--- src/rtl/priority_iterator.sv ---
// ============================================================================
// priority_iterator : emits set-bit indices of an accepted vector, one per beat
// Rev 1.0
// ============================================================================
`default_nettype none

module priority_iterator #(
   parameter  int WIDTH     = 8,
   parameter  bit MSB_FIRST = 1'b0,
   localparam int IDX_W     = $clog2(WIDTH)
) (
   input  logic             clk,
   input  logic             rst_n,
   input  logic             in_valid,
   output logic             in_ready,
   input  logic [WIDTH-1:0] in_bits,
   output logic             out_valid,
   input  logic             out_ready,
   output logic [IDX_W-1:0] out_index,
   output logic             out_last,
   output logic             out_empty,
   output logic [IDX_W:0]   out_beat
);

   typedef enum logic [0:0] {
      ST_IDLE = 1'b0,
      ST_SCAN = 1'b1
   } state_t;

   state_t             state_q, state_d;
   logic [WIDTH-1:0]   mask_q,  mask_d;
   logic [IDX_W:0]     beat_q,  beat_d;

   logic [IDX_W-1:0]   w_idx;
   logic               w_scan;
   logic               w_multi;
   logic               w_any;
   logic               w_beat_hs;
   logic               w_end;
   logic               w_accept;

   // Priority encoder over the remaining mask; direction fixed at elaboration.
   if (MSB_FIRST) begin : g_msb_first
      always_comb begin
         w_idx = '0;
         for (int i = 0; i < WIDTH; i++) begin
            if (mask_q[i]) w_idx = IDX_W'(i);
         end
      end
   end else begin : g_lsb_first
      always_comb begin
         w_idx = '0;
         for (int i = WIDTH - 1; i >= 0; i--) begin
            if (mask_q[i]) w_idx = IDX_W'(i);
         end
      end
   end

   // Outputs are forced quiet while reset is held, even mid-transaction.
   assign w_scan    = (state_q == ST_SCAN) && rst_n;
   assign w_multi   = |(mask_q & (mask_q - WIDTH'(1)));
   assign w_any     = |mask_q;
   assign w_beat_hs = w_scan && out_ready;
   assign w_end     = w_beat_hs && !w_multi;

   assign in_ready  = rst_n && (!w_scan || w_end);
   assign w_accept  = in_valid && in_ready;

   assign out_valid = w_scan;
   assign out_last  = w_scan && !w_multi;
   assign out_empty = w_scan && !w_any;
   assign out_index = w_scan ? w_idx  : '0;
   assign out_beat  = w_scan ? beat_q : '0;

   always_comb begin
      state_d = state_q;
      mask_d  = mask_q;
      beat_d  = beat_q;
      if (w_accept) begin
         state_d = ST_SCAN;
         mask_d  = in_bits;
         beat_d  = '0;
      end else if (w_end) begin
         state_d = ST_IDLE;
         mask_d  = '0;
         beat_d  = '0;
      end else if (w_beat_hs) begin
         mask_d  = mask_q & ~(WIDTH'(1) << w_idx);
         beat_d  = beat_q + (IDX_W + 1)'(1);
      end
   end

   always_ff @(posedge clk) begin
      if (!rst_n) begin
         state_q <= ST_IDLE;
         mask_q  <= '0;
         beat_q  <= '0;
      end else begin
         state_q <= state_d;
         mask_q  <= mask_d;
         beat_q  <= beat_d;
      end
   end

endmodule

`default_nettype wire

--- config.mk ---
export PLATFORM = sky130hd
export DESIGN_NAME = priority_iterator
export DESIGN_NICKNAME = d
export VERILOG_FILES = /design/src/rtl/priority_iterator.sv
export SDC_FILE = /design/constraint.sdc
export NUM_CORES = 1
export LEC_CHECK = 0
export ABC_AREA = 0
export BUFFER_PORTS_ARGS = -buffer_cell sky130_fd_sc_hd__clkbuf_2
export CORE_ASPECT_RATIO = 0.6
export CORE_MARGIN = 2
export CORE_UTILIZATION = 31
export CTS_BUF_LIST = sky130_fd_sc_hd__clkbuf_8
export DETAILED_ROUTE_END_ITERATION = 10
export PLACE_DENSITY = 0.61
export SLEW_MARGIN = 20
export SYNTH_ARGS = -nofsm -noshare
export SYNTH_HDL_FRONTEND = slang
export SYNTH_SLANG_ARGS = --single-unit
export TNS_END_PERCENT = 20
--- constraint.sdc ---
create_clock -name clk -period 2.4 [get_ports clk]
set_clock_uncertainty 0.15 [all_clocks]
set_input_delay 0.12 -clock clk [delete_from_list [all_inputs] [get_ports clk]]
set_output_delay 0.12 -clock clk [all_outputs]
set_load 0.005 [all_outputs]
# Word-level counts from Yosys, hierarchy flattened
# Index checks and enable logic that the tools add are counted.
dict set report word_totals {
  register_bits 13
  input_bits 12
  word_cells 41
}
dict set report op_classes {
  reduce_logical 16
  n_shift 1
  addsub 2
  bitwise 4
  n_mux 15
}
# op count
set op_table {}
lappend op_table {{2-to-1 mux 3 bit} 9}
lappend op_table {{2-to-1 mux 8 bit} 3}
lappend op_table {{AND 8 bit} 2}
lappend op_table {{OR reduction 8 bit} 2}
lappend op_table {{inverter 8 bit} 1}
lappend op_table {{left shift 1 x 3 -> 8 bit, first input constant} 1}
lappend op_table {{subtractor 8 x 1 -> 8 bit, second input constant} 1}
lappend op_table {{logical AND 1 bit} 7}
lappend op_table {{adder 4 x 1 -> 4 bit, second input constant} 1}
lappend op_table {{2-to-1 mux 4 bit} 1}
lappend op_table {{logical NOT 1 bit} 3}
lappend op_table {{nonzero test 3 bit} 1}
lappend op_table {{OR reduction 3 bit} 1}
lappend op_table {{2-to-1 mux 1 bit} 2}
lappend op_table {{nonzero test 2 bit} 1}
lappend op_table {{logical OR 1 bit} 1}
lappend op_table {{inverter 1 bit} 1}

# Depth between registers and ports, before layout
# Gate-level depths: netlist of the first run.
dict set report logic_depth {
  depth_word 14
  ltp_mapped 6
  ltp_nobuf 5
}

# Worst setup path after synthesis of the first run
# No wires, ideal clock.
dict set report synth_path {
  kind {register to register}
  startpoint {register mask_q[0]}
  endpoint {register mask_q[6]}
  n_path_buf 1
  t_arrival_ns 1.427
  path_stages_with_launch 6
  path_slack_ns 0.697
  required_time_ns 2.124
  period_less_slack_ns 1.703
  path_cell_list {dfxtp_1 > buf_6 > or4_4 > a211o_1 > o311ai_2 > o21ai_1}
}
dict set report synth_via {
  elab_chain_len 9
  word_cells_on_any_way 16
  cone_classes {add/sub: 1; shift: 1; mux: 4; bitwise: 3; reduce/logical: 7}
}
# element line
set synth_lines {}
lappend synth_lines {{start: declaration} 31} ;# logic [WIDTH-1:0] mask_q, mask_d;
lappend synth_lines {{start signal: assignment} 100} ;# mask_q <= mask_d;
lappend synth_lines {{subtractor 8 x 1 -> 8 bit} 61} ;# assign w_multi = |(mask_q & (mask_q - WIDTH'(1)));
lappend synth_lines {{AND 8 bit} 61}
lappend synth_lines {{OR reduction 8 bit} 61}
lappend synth_lines {{logical NOT 1 bit} 64} ;# assign w_end = w_beat_hs && !w_multi;
lappend synth_lines {{logical AND 1 bit} 64}
lappend synth_lines {{logical OR 1 bit} 66} ;# assign in_ready = rst_n && (!w_scan || w_end);
lappend synth_lines {{logical AND 1 bit} 66}
lappend synth_lines {{logical AND 1 bit} 67} ;# assign w_accept = in_valid && in_ready;
lappend synth_lines {{nonzero test 3 bit (no source line) / 2-to-1 mux 8 bit (equally long branches)} -}
# Several ways; a longest one is shown, not always the timed one. The select of a mux whose other input is x is not followed.
# A chain may end at the register's enable or synchronous reset.

# Worst setup path in the final report of the first run
dict set report layout_path {
  startpoint {register mask_q[0]}
  endpoint {output port in_ready}
}
dict set report layout_via {
  elab_chain_len 7
}
# element line
set layout_lines {}
lappend layout_lines {{subtractor 8 x 1 -> 8 bit} 61}
lappend layout_lines {{AND 8 bit (*)} 61}
lappend layout_lines {{OR reduction 8 bit (*)} 61}
lappend layout_lines {{logical NOT 1 bit (*)} 64}
lappend layout_lines {{logical AND 1 bit (*)} 64}
lappend layout_lines {{logical OR 1 bit (*)} 66}
lappend layout_lines {{logical AND 1 bit (*)} 66}
lappend layout_lines {{end: declaration} 15} ;# output logic in_ready,
# Every way passes the cells marked *; elsewhere a longest branch is shown, timed or not.

==> results of run 1 <==
==> report_power, final <==
group | switching (W) | leakage, nW | total, W | internal (W)
Sequential | 0.0000348 | 0.107 | 0.000268 | 0.000233
Clock | 0.0000834 | 0.0269 | 0.000197 | 0.000113
Combinational | 0.0000850 | 0.369 | 0.000157 | 0.0000723
==> worst max path at each step <==
stage | startpoint | to
2_1_floorplan | mask_q[0]$_SDFFE_PN0P_ | mask_q[6]$_SDFFE_PN0P_
3_3_place_gp | mask_q[0]$_SDFFE_PN0P_ | mask_q[2]$_SDFFE_PN0P_
3_5_place_dp | mask_q[0]$_SDFFE_PN0P_ | mask_q[3]$_SDFFE_PN0P_
4_1_cts | mask_q[0]$_SDFFE_PN0P_ | in_ready
5_1_grt | mask_q[0]$_SDFFE_PN0P_ | in_ready
6_report | mask_q[0]$_SDFFE_PN0P_ | in_ready
==> registers in the layout (all words and copies together) (netlist names) <==
| name | count |
|---|---|
| mask_q | 8 |
| beat_q | 4 |
| state_q | 1 |
==> final cells by class <==
cell class                      instances  area [µm²]
Tap cell                               32        40.0
Timing Repair Buffer                   29         180
Sequential cell                        13         260
Clock buffer                            3        41.3
Fill cell                             264        1460
Clock inverter                          1        3.75
Multi-Input combinational cell         75         502
Inverter                               10        37.5
==> cells by family (layout without fill, tap and decap cells) <==
logic type | count (synthesis) | in the layout | share of synthesized area, %
AND/OR/NAND/NOR | 38 | 38 | 23.9
AO/OA/AOI/OAI | 30 | 30 | 28.2
buffers and inverters | 16 | 43 | 8.28
flip-flops | 13 | 13 | 31.3
XOR/XNOR | 3 | 3 | 3.16
adder cells (fa/ha/maj) | 2 | 2 | 2.71
multiplexers | 2 | 2 | 2.41
==> synthesized netlist by cell type (2+ instances only) <==
| library cell | count |
|---|---|
| dfxtp_1 | 13 |
| inv_1 | 10 |
| nor2_1 | 9 |
| o21ai_0 | 7 |
| nand2_1 | 6 |
| nand3_1 | 6 |
| and3_1 | 5 |
| clkbuf_1 | 4 |
| nor3_1 | 4 |
| o311ai_0 | 3 |
| a21o_1 | 2 |
| a22o_1 | 2 |
| mux2i_1 | 2 |
| nor4_1 | 2 |
| o211ai_1 | 2 |
| o21ai_1 | 2 |
| xor2_1 | 2 |
==> worst register-to-register path, delay by kind of cell (launching register included) <==
| family | cells | cell delay, ps |
|---|---|---|
| compound gates | 3 | 790 |
| flops | 1 | 410 |
| simple gates | 1 | 440 |
==> routing by layer <==
metal  up-vias  routed length (µm)  global-route usage (%)
li1        431                   -                       -
met1       392                1150                    22.0
met2        23                 881                    20.7
met3         4                 137                    6.15
met4         0                  38                    5.66
met5         -                   0                       0
==> per-stage QoR <==
stage	utilization [%]	area (µm²)
after floorplan	-	831
after global placement	37.6	950
after detailed placement	37.6	950
after CTS	42.2	1060
after global routing	42.2	1060
final	42.2	1060
==> repair_timing <==
item	in CTS	in global routing
hold endpoints to repair	7	0
hold buffers	7	0
setup endpoints to repair	0	0
gates resized for setup	0	0
buffers inserted	0	0
==> results.txt, run 1 <==
The run finished with clean final reports. The detail-routed net length per standard cell came out at ~14 µm. The worst hold path terminates at mask_q[0]$_SDFFE_PN0P_. The cell sitting at the root of the clock tree is a clkbuf_8. The final worst slack is between 300 and 400 ps.

Sorting the synthesized cells by area gives the leading types as dfxtp_1 31%, inv_1 4.5%, o21ai_0 4.2%. The transition time at the pin with the least slew margin came out at approximately 420 ps. The critical path in this run is classified as register to primary output. The most frequently used flop master after synthesis is dfxtp_1. Summed over all layers, the routed wires come to 2.21 mm. The highest net fanout along the worst path came out at 11. In this run the critical register-to-register path is launched from mask_q[0]$_SDFFE_PN0P_. The residual DRC count is 0. The highest clock frequency the design can meet is around 480 MHz. The pin count of the biggest net entering global routing is 15. The first detailed-routing pass took 4 iterations. The cell family contributing the most delay on the critical path is simple AND/OR/NAND/NOR gates. The library cell used most frequently in the layout, excluding fill and tap cells, is clkbuf_2. The number of top-level pins is 23. The sum of buffers and inverters on the critical path is 1. In this run the power density over the cells is 584 nW/µm².

In this run the most critical hold path is launched from in_bits[0]. The relative max-transition margin is 71.4%. The fraction of final layout cells sized beyond drive strength 1 is around a quarter.

The worst hold slack came out at 1.66 ps. The total of warnings raised by yosys is 0. For the worst-skew pair, the clock arrives at the later sink with an insertion delay of roughly 250 ps.

The worst-case IR drop observed on VDD is approximately 0.24 mV. The detailed placer's ending HPWL came out at ~1.6 mm. The area of the core region is between 2000 and 3000 µm². The final hold violation count came out at 0. The mapped netlist covers just over 800 µm².

The minimum setup slack among reg-to-reg paths is about 530 ps. The final cell count without fillers came out at 163. The worst slack at placement is about 550 ps. The count of nets left with antenna violations after detail routing is 0. Across every metal layer, demand over resource in global routing totals between 15 and 20%. The required time of the worst setup path came out at 2130 ps. Input and output buffers added on the ports amount to 22.

STA classifies the critical path startpoint as a register. The signal on the critical path passes through or3_1 -> a211oi_2 -> a21boi_0 -> nor2_1 -> clkbuf_2. The initial antenna violation count came out at 0. The via total after detailed routing came out at 850. The top-area cell type share of the netlist area came out at around 31%. The number of max-cap violations came out at 0.

The clock input transition at the sequential cells of the worst setup and hold paths came out at about 60 ps. The number of global-route vias before repair was between 700 and 800. The largest individual stage delay along the critical path comes from the cell or3_1. The total overflow reported by the global router is 0. Synthesis instantiated 40 different standard cells from the library. For this design the static power due to leakage is about 0.50 nW. The minimum clock period is between 2000 and 2500 ps.

The area of the die is 3120 µm². The detailed-route vias per instance came out at 5.21. The share of the clock period used by the worst path after layout is approximately 87%. The worst min-delay path category is input pin to register. The average instance in the mapped netlist occupies ~8 µm².

The total power of the final layout is slightly above 0.0006 W. The effective utilization at floorplan came out at 32.9%. The number of CTS-inserted buffers came out at 3.

The die width is about 70 µm. The global-route wire length before repair came out at 3.58 mm. The max-slew violation total from the final report is 0. Summed over all instances, the cell type with the most area after synthesis is dfxtp_1. The total placed cells including tap cells came out at roughly 150.

The worst register-to-register path ends at mask_q[3]$_SDFFE_PN0P_. The number of diodes came out at 0. The largest buffer count on any clock path came out at 2.

The post-synthesis to final-layout area growth came out at 28.2%. The global placer's final weighted congestion is a little under 0.9. The number of clock sinks is 13. STA puts the critical path data arrival time at 1820 ps.

The worst hold path stage count came out at 3. For this run, the post-layout net count is between 100 and 150. The sort of element at the end of the critical path is a primary output. The largest single stage delay on the critical path is between 400 and 500 ps. Measured along the y axis, the die boundary spans roughly 44 µm. Setup repair after global routing left no endpoint under its margin.

The CTS tree is built. CTS built an H-tree with a depth of 1. The flop and latch count out of synthesis came out at 13. The fraction of the yosys area taken by sequential cells came out at 31.3%.

The count of flip-flops with a built-in enable after synthesis is 0. Counting buffers and inverters, the worst setup path is 5 cells deep. Setup violations remaining at the end of the flow were counted as 0. The number of placement rows is 14. The DRC violation total after the first TritonRoute iteration came out at 53. The cell depth of the worst flop-to-flop path is 4. The proportion of synthesized flip-flops having asynchronous set or reset came out at 0%.

The post-synth net total came out at between 100 and 150. Synthesis handed over a netlist of 104 instances. In the layout the commonest cells are 22 x clkbuf_2, 13 x dfxtp_1, 11 x inv_1, 9 x nor2_1. The final setup TNS is 0 ps.
No activity file was read; power rests on OpenSTA's default activity.
==> run 2, diff against run 1 <==
--- a/config.mk
+++ b/config.mk
@@ -5,14 +5,14 @@
 export SDC_FILE = /design/constraint.sdc
 export NUM_CORES = 1
 export LEC_CHECK = 0
-export ABC_AREA = 0
+export ABC_AREA = 1
 export BUFFER_PORTS_ARGS = -buffer_cell sky130_fd_sc_hd__clkbuf_2
 export CORE_ASPECT_RATIO = 0.6
 export CORE_MARGIN = 2
 export CORE_UTILIZATION = 31
 export CTS_BUF_LIST = sky130_fd_sc_hd__clkbuf_8
 export DETAILED_ROUTE_END_ITERATION = 10
-export PLACE_DENSITY = 0.61
+export PLACE_DENSITY = 0.6
 export SLEW_MARGIN = 20
 export SYNTH_ARGS = -nofsm -noshare
 export SYNTH_HDL_FRONTEND = slang
==> results.txt, run 2 <==
The summed area of non-filler cells in the final layout is 1110 µm² (+4.7%). The final setup TNS is 0 ps (unchanged). The global placer's final weighted congestion is 0.816 (-5.9%). The largest registers in the layout are mask_q x8, beat_q x4, state_q x1.

The critical register-to-register path endpoint is beat_q[3]$_SDFFE_PP0P_. The final hold violation count is 0 (unchanged). The level count of the clock H-tree is 1 (unchanged). The post-synthesis to final-layout area growth is 24.6%. The number of endpoints failing setup at the final stage came out at 0 (unchanged). The fill cell instance count of the final layout is 309 (+17%).

Leaving out fill and tap cells, the most frequent cell in the layout is nand2_1. The utilization of the core after routing came to 39.6% (-2.6 points). The data arrival time of the worst path came out at 1980 ps (+160 ps). TritonCTS built the clock tree. The number of max-cap violations came out at 0 (unchanged). The initial antenna violation count was 0 (unchanged). The number of global-route vias before repair is 771 (+3.2%).

STA classifies the critical path startpoint as a register. The largest buffer count on any clock path is 2 (unchanged). The die width is 73.4 µm (+3.6%). The transition time at the pin with the least slew margin came to 412 ps (-12.7 ps). The flop and latch count out of synthesis came out at 13 (unchanged). The total placed cells including tap cells is 194 (+28%).

The number of diodes is 0 (unchanged). The DRC violation total after the first TritonRoute iteration is 36 (-32%). The leakage dissipation came out at 0.546 nW (+8.7%).

The final worst slack is 397 ps (+82.8 ps). The detailed-route vias per instance came to 4.72 (-9.6%). The wire length reported by the detailed router came out at 2.26 mm (+2.6%).

The post-synth net total was 152 (+30%). The top-area cell type share of the netlist area came out at 29.1% (-2.2 points). The number of top-level pins came to 23 (unchanged).

Leaving out fill and tap cells, the most frequent cells in the layout are 38 x nand2_1, 22 x clkbuf_2, 20 x nor2_1, 18 x inv_1, 13 x dfxtp_1. The instance count of the mapped netlist is 139 (+34%). The beginning of the worst register-to-register path is state_q$_SDFFE_PN0P_. The die height was 45.6 µm (+3.4%). The mean cell area of the mapped netlist is 6.44 µm² (-19%). In this run the clock root is driven by a clkbuf_8. The minimum setup slack among reg-to-reg paths was 400 ps (-130 ps). The run finished with clean final reports. The proportion of synthesized flip-flops having asynchronous set or reset came out at 0% (unchanged). The share of the clock period used by the worst path after layout came to 83.5% (-3.5 points). The highest clock frequency the design can meet is 499 MHz (+4.1%). The power density over cell area came to 474 nW/µm² (-19%). The global router's overall resource usage came out at 13.8% (-1.7 points). The detailed placer's ending HPWL is 1.79 mm (+12%). In this run the worst setup path terminates at beat_q[3]$_SDFFE_PP0P_. The global-route wire length before repair is 3.51 mm (-2.1%). Yosys instantiated no cell more often than nand2_1. The count of flip-flops with a built-in enable after synthesis came out at 0 (unchanged). Among all flip-flop cells after synthesis, the most frequent one is dfxtp_1.

The count of port buffers added during placement is 22 (unchanged). The post-layout net count came out at 181 (+25%). The maximum vdd drop is 0.218 mV (-7.9%). The max-slew violation total from the final report came out at 0 (unchanged). The area taken by multi-input logic gates came to 548 µm² (+9.2%).

Of all cell types, the one taking the most synthesized area is dfxtp_1. The area of the core region came to 2820 µm² (+12%). The residual DRC count is 0 (unchanged). The fraction of power spent switching nets was 28.7% (-4.0 points). The register share of total power is 43.6% (+0.5 points). The total of warnings raised by yosys came to 0 (unchanged).

STA classifies the critical path endpoint as a register. The register with the most flip-flops is mask_q. The minimum clock period is 2000 ps (-82.8 ps). The post-CTS repair timing setup buffer count came out at 0 (unchanged). The internal power summed over all cells is 0.000377 W (-10%). The quantity of gates resized following cts is 0 (unchanged). The number of distinct standard cells referenced by the synthesized netlist was 23 (-43%). The fraction of the yosys area taken by sequential cells came out at 29.1% (-2.2 points). The cell depth of the worst flop-to-flop path is 7 (+3). The quantity of hold-fixing buffers added after cts is 3 (-4). The detail-routed net length per standard cell was 11.3 µm (-17%). The share of power burned in the clock network is 36.4% (+4.8 points).

The net switching component of the power is 0.000152 W (-25%). The via total after detailed routing is 948 (+12%). The highest net fanout along the worst path came out at 11 (unchanged). The total overflow reported by the global router came out at 0 (unchanged).

The count of TritonRoute iterations in the first routing pass was 4 (unchanged). The clock input transition at the sequential cells of the worst setup and hold paths is 60 ps (about the same). The worst hold path belongs to the class input pin to register. The pin count of the biggest net entering global routing is 12 (-3). Ranked by instance count, the synthesized netlist is headed by 38 x nand2_1, 20 x nor2_1, 17 x inv_1. The number of CTS-inserted buffers was 3 (unchanged). The mapped cell area came out at 895 µm² (+7.7%). In this run the worst setup path begins at state_q$_SDFFE_PN0P_.

The final cell count without fillers was 201 (+23%). The portion of total power attributed to combinational logic is 20.0% (-5.3 points). The required time of the worst setup path was 2380 ps (+250 ps).

Sorting the synthesized cells by area gives the leading types as dfxtp_1 29%, nand2_1 16%, nor2_1 8.4%. The total placed instance area came out at 1040 µm² (+9.5%). The effective utilization at floorplan is 31.8% (-1.2 points). The number of flip-flops in the largest register came out at 8 (unchanged).

Setup repair after global routing left no endpoint under its margin. The worst slack at placement came out at 406 ps (-143 ps). The flip-flop and latch area is 260 µm² (unchanged). By startpoint and endpoint, the worst setup path is classified as register to register. The relative max-transition margin came out at 72.5% (+1.0 points). The area of the die is 3350 µm² (+7.1%).

The number of clock sinks is 13 (unchanged). The fraction of final layout cells sized beyond drive strength 1 is 22.8% (-0.91 points). The latest clock arrival within the worst-skew pair is 240 ps (about the same). The number of placement rows is 15 (+1). The count of nets left with antenna violations after detail routing came out at 0 (unchanged).
## run 2: cell count changes after synthesis, moves of 4 or more
cell	before	now
and3_1	5	0
inv_1	10	17
nor2_1	9	20
clkbuf_1	4	0
nand2_1	6	38
nand3_1	6	11
a21oi_1	1	10
## run 2: logic make-up after synthesis
kind of cell	count (synthesis)	synth area share (%)
fa+ha+maj	1	1.40
compound gates	18	11.3
flops	13	29.1
simple gates	83	46.6
buf+inv	22	9.65
xor+xnor	2	1.96
## run 2: power by group through the flow
stage / sequential (W) / clock (W) / combinational (W)
2_1_floorplan: 0.000233 / 0 / 0.0000731
3_3_place_gp: 0.000235 / 0 / 0.000100
3_5_place_dp: 0.000235 / 0 / 0.000102
4_1_cts: 0.000230 / 0.000196 / 0.000106
5_1_grt: 0.000231 / 0.000206 / 0.000117
6_report: 0.000231 / 0.000192 / 0.000105
## run 2: how the worst min path moves through the flow
stage / from / to / cells after the start
detailed placement: in_valid / state_q$_SDFFE_PN0P_ / 3
finish: rst_n / state_q$_SDFFE_PN0P_ / 3
floorplan: rst_n / state_q$_SDFFE_PN0P_ / 2
CTS: rst_n / state_q$_SDFFE_PN0P_ / 3
global placement: in_valid / state_q$_SDFFE_PN0P_ / 3
global route: rst_n / state_q$_SDFFE_PN0P_ / 3
## run 2: area by class of cell
type | count | area share (%)
Timing Repair Buffer | 25 | 12.6
Clock inverter | 1 | 0.337
Tap cell | 34 | 3.82
Sequential cell | 13 | 23.3
Clock buffer | 3 | 3.70
Inverter | 21 | 7.07
Multi-Input combinational cell | 104 | 49.2
## run 2: critical path: stages (launching register included)
cell and delay [ps]:
dfxtp_1 330, nand2_1 250, nor2_1 390, inv_1 260, nor2_1 190, nand3_1 110, xor2_1 140, nor2_1 60
## run 2: metrics by stage
| stage | hold slack (ps) | power, W |
|---|---|---|
| floorplan | 100 | 0.000306 |
| global placement | 206 | 0.000335 |
| detailed placement | 208 | 0.000337 |
| CTS | 16.1 | 0.000532 |
| global route | 45.8 | 0.000555 |
| finish | 19.4 | 0.000528 |
## run 2: metal layers
layer  global-route usage (%)  routed length (µm)  part of all wire [%]  up-vias
met2                     18.7                 883                    39       38
met1                     21.8                1210                    53      417
li1                         -                   -                     -      491
met3                     3.98                 160                   7.1        2
met5                        0                   0                     0        -
met4                     1.09                  10                  0.44        0
==> run 3, diff against run 2 <==
--- a/config.mk
+++ b/config.mk
@@ -5,14 +5,14 @@
 export SDC_FILE = /design/constraint.sdc
 export NUM_CORES = 1
 export LEC_CHECK = 0
-export ABC_AREA = 1
+export ABC_AREA = 0
 export BUFFER_PORTS_ARGS = -buffer_cell sky130_fd_sc_hd__clkbuf_2
 export CORE_ASPECT_RATIO = 0.6
 export CORE_MARGIN = 2
 export CORE_UTILIZATION = 31
 export CTS_BUF_LIST = sky130_fd_sc_hd__clkbuf_8
 export DETAILED_ROUTE_END_ITERATION = 10
-export PLACE_DENSITY = 0.6
+export PLACE_DENSITY = 0.61
 export SLEW_MARGIN = 20
 export SYNTH_ARGS = -nofsm -noshare
 export SYNTH_HDL_FRONTEND = slang
==> constraint.sdc (replaced) <==
create_clock -name clk -period 1.9 [get_ports clk]
set_clock_uncertainty 0.15 [all_clocks]
set_input_delay 0.095 -clock clk [delete_from_list [all_inputs] [get_ports clk]]
set_output_delay 0.095 -clock clk [all_outputs]
set_load 0.005 [all_outputs]
==> results.txt, run 3 (synthesized netlist as in run 1, its figures left out) <==
The total overflow reported by the global router came out at 0 (unchanged). The effective utilization at floorplan was 32.9% (+1.2 points). Leaving out fill and tap cells, the most frequent cells in the layout are 22 x clkbuf_2, 11 x inv_1, 10 x dfxtp_1, 9 x nor2_1, 8 x dlygate4sd3_1. The count of port buffers added during placement is 22 (unchanged).

The final reports fail on negative setup slack. The data arrival time of the worst path is 1660 ps (-320 ps). The leakage dissipation came to 0.543 nW (-0.67%). The number of placement rows came to 14 (-1). The minimum setup slack among reg-to-reg paths came to 30 ps (-370 ps). The share of power burned in the clock network is 29.9% (-6.5 points).

The global placer's final weighted congestion came out at 0.850 (+4.2%). In this run the most critical hold path is launched from in_valid. The global router's overall resource usage is 15.0% (+1.3 points). The register with the most flip-flops in the final layout is mask_q. The max-slew violation total from the final report came out at 0 (unchanged). The worst slack at placement came out at 123 ps (-283 ps). The worst hold slack is 67.8 ps (+48.4 ps). The start point of the critical path is mask_q[2]$_SDFFE_PN0P_. The pin count of the biggest net entering global routing came out at 15 (+3). The fraction of final layout cells sized beyond drive strength 1 came out at 31.2% (+8.4 points). The worst setup path is captured at a primary output. The fraction of power spent switching nets is 33.0% (+4.2 points).

The number of diodes is 0 (unchanged). The via total after detailed routing is 905 (-4.5%). The net switching component of the power was 0.000276 W (+82%). The number of top-level pins came to 23 (unchanged). The power density over cell area was 728 nW/µm² (+54%).

The final worst slack came out at -4.83 ps (-402 ps). The residual DRC count is 0 (unchanged). The relative max-transition margin came out at 75.1% (+2.6 points).

The number of global-route vias before repair was 721 (-6.5%). The initial antenna violation count is 0 (unchanged). The detailed placer's ending HPWL is 1.63 mm (-9.4%). The worst min-delay path category is input pin to register. The number of max-cap violations is 0 (unchanged). The highest net fanout along the worst path is 7 (-4).

TritonCTS built the clock tree. The detail-routed net length per standard cell is 13.6 µm (+21%). The delay of the slowest cell on the worst path came out at 430 ps (+40 ps). The share of the clock period used by the worst path after layout came out at 100%. The path with the worst hold slack has its endpoint at state_q$_SDFFE_PN0P_. The global-route wire length before repair is 3.50 mm (-0.20%). The largest registers in the layout are mask_q x8, beat_q x4, state_q x1. Setup repair after global routing could not meet its margin everywhere. The latest clock arrival within the worst-skew pair came out at 250 ps (about the same). The clock input transition at the sequential cells of the worst setup and hold paths came out at 60 ps (about the same). The number of flip-flops in the largest register came out at 8 (unchanged). The DRC violation total after the first TritonRoute iteration came to 79 (+120%).

The number of clock sinks is 13 (unchanged). The largest buffer count on any clock path is 2 (unchanged). The area of the die came to 3120 µm² (-6.6%). The type of origin of the critical path is a register. The die height was 44.1 µm (-3.3%).

The final hold violation count is 0 (unchanged). The transition time at the pin with the least slew margin is 372 ps (-40.0 ps). The post-synthesis to final-layout area growth came out at 38.4%.

The count of TritonRoute iterations in the first routing pass is 4 (unchanged). Leaving out fill and tap cells, the most frequent cell in the layout is clkbuf_2. The count of nets left with antenna violations after detail routing came out at 0 (unchanged). The die width came out at 70.8 µm (-3.4%). The portion of total power attributed to combinational logic came out at 29.5% (+9.5 points). The area of the core region is 2520 µm² (-10%).

The worst register-to-register path begins at mask_q[2]$_SDFFE_PN0P_. The worst setup path is of the register to primary output kind. The number of CTS-inserted buffers came out at 3 (unchanged). The highest clock frequency the design can meet came out at approximately 520 MHz. The register share of total power is 40.7% (-2.9 points). The internal power summed over all cells is 0.000561 W (+49%). The minimum clock period is around 1900 ps. The worst hold path stage count is 2 (-1).

The maximum vdd drop came out at 0.241 mV (+11%). In this run the critical register-to-register path is captured at mask_q[2]$_SDFFE_PN0P_. The cell depth of the worst flop-to-flop path is 5 (-2). The wire length reported by the detailed router is 2.32 mm (+2.3%). The run finished, with violations left. The post-layout net count is 152 (-16%). The level count of the clock H-tree came out at 1 (unchanged).

For this design, the slowest cell found on the critical path is or3_4. The detailed-route vias per instance is 5.32 (+13%). The root buffer cell chosen for the clock tree is clkbuf_8. The number of endpoints failing setup at the final stage came to 1 (+1). Traced cell by cell, the critical path runs through or3_4 -> a211oi_4 -> a21boi_2 -> nor2_1 -> clkbuf_2. The required time of the worst setup path is 1650 ps (-730 ps).
==> run 3: critical path: cells and delay by family, from the launching register on <==
family / cells / cell delay (ps)
and+or+nand+nor: 2 / 530
buffers and inverters: 1 / 120
DFF: 1 / 350
AOI/OAI and AO/OA: 2 / 410
==> run 3: repair_timing <==
action	in CTS	in global routing
endpoints found under the setup margin	1	4
gates resized for setup	4	6
hold buffers	8	0
hold endpoints to repair	8	0
setup buffers	1	0
pin swaps	1	1
==> run 3: through the flow <==
stage	util (%)	instance area, µm²	setup TNS [ps]	instances	total power [W]
2_1_floorplan	-	831	0	104	0.000475
3_3_place_gp	39.1	987	0	157	0.000542
3_5_place_dp	39.1	987	0	157	0.000546
4_1_cts	45.0	1130	0	170	0.000825
5_1_grt	45.6	1150	-214	170	0.000886
6_report	45.6	1150	-4.83	170	0.000837
==> run 3: final cells by class <==
cell class | instances | area (µm²)
clock buffer | 3 | 41.3
clock inverter | 1 | 3.75
fill | 270 | 1370
inverter | 10 | 37.5
multi-input combinational | 75 | 528
sequential | 13 | 264
tap | 32 | 40.0
timing repair buffer | 36 | 235
==> run 3: power groups by stage <==
| stage | clock (W) | combinational [W] | sequential, W |
|---|---|---|---|
| after floorplan | 0 | 0.000153 | 0.000322 |
| after global placement | 0 | 0.000204 | 0.000339 |
| after detailed placement | 0 | 0.000207 | 0.000339 |
| after CTS | 0.000255 | 0.000232 | 0.000337 |
| after global routing | 0.000271 | 0.000269 | 0.000345 |
| final | 0.000250 | 0.000247 | 0.000340 |
==> run 3: layer usage <==
metal	track usage [%]	up-vias	routed length [µm]
met5	0	-	0
met3	5.69	4	236
met4	9.81	0	51
li1	-	446	-
met1	20.8	409	1070
met2	19.3	46	963
==> run 3: how the worst max path moves through the flow <==
stage | endpoint | slack, ps
floorplan | mask_q[6]$_SDFFE_PN0P_ | 200
global placement | mask_q[7]$_SDFFE_PN0P_ | 130
detailed placement | mask_q[6]$_SDFFE_PN0P_ | 120
CTS | in_ready | 50
global route | in_ready | -80
finish | in_ready | -5
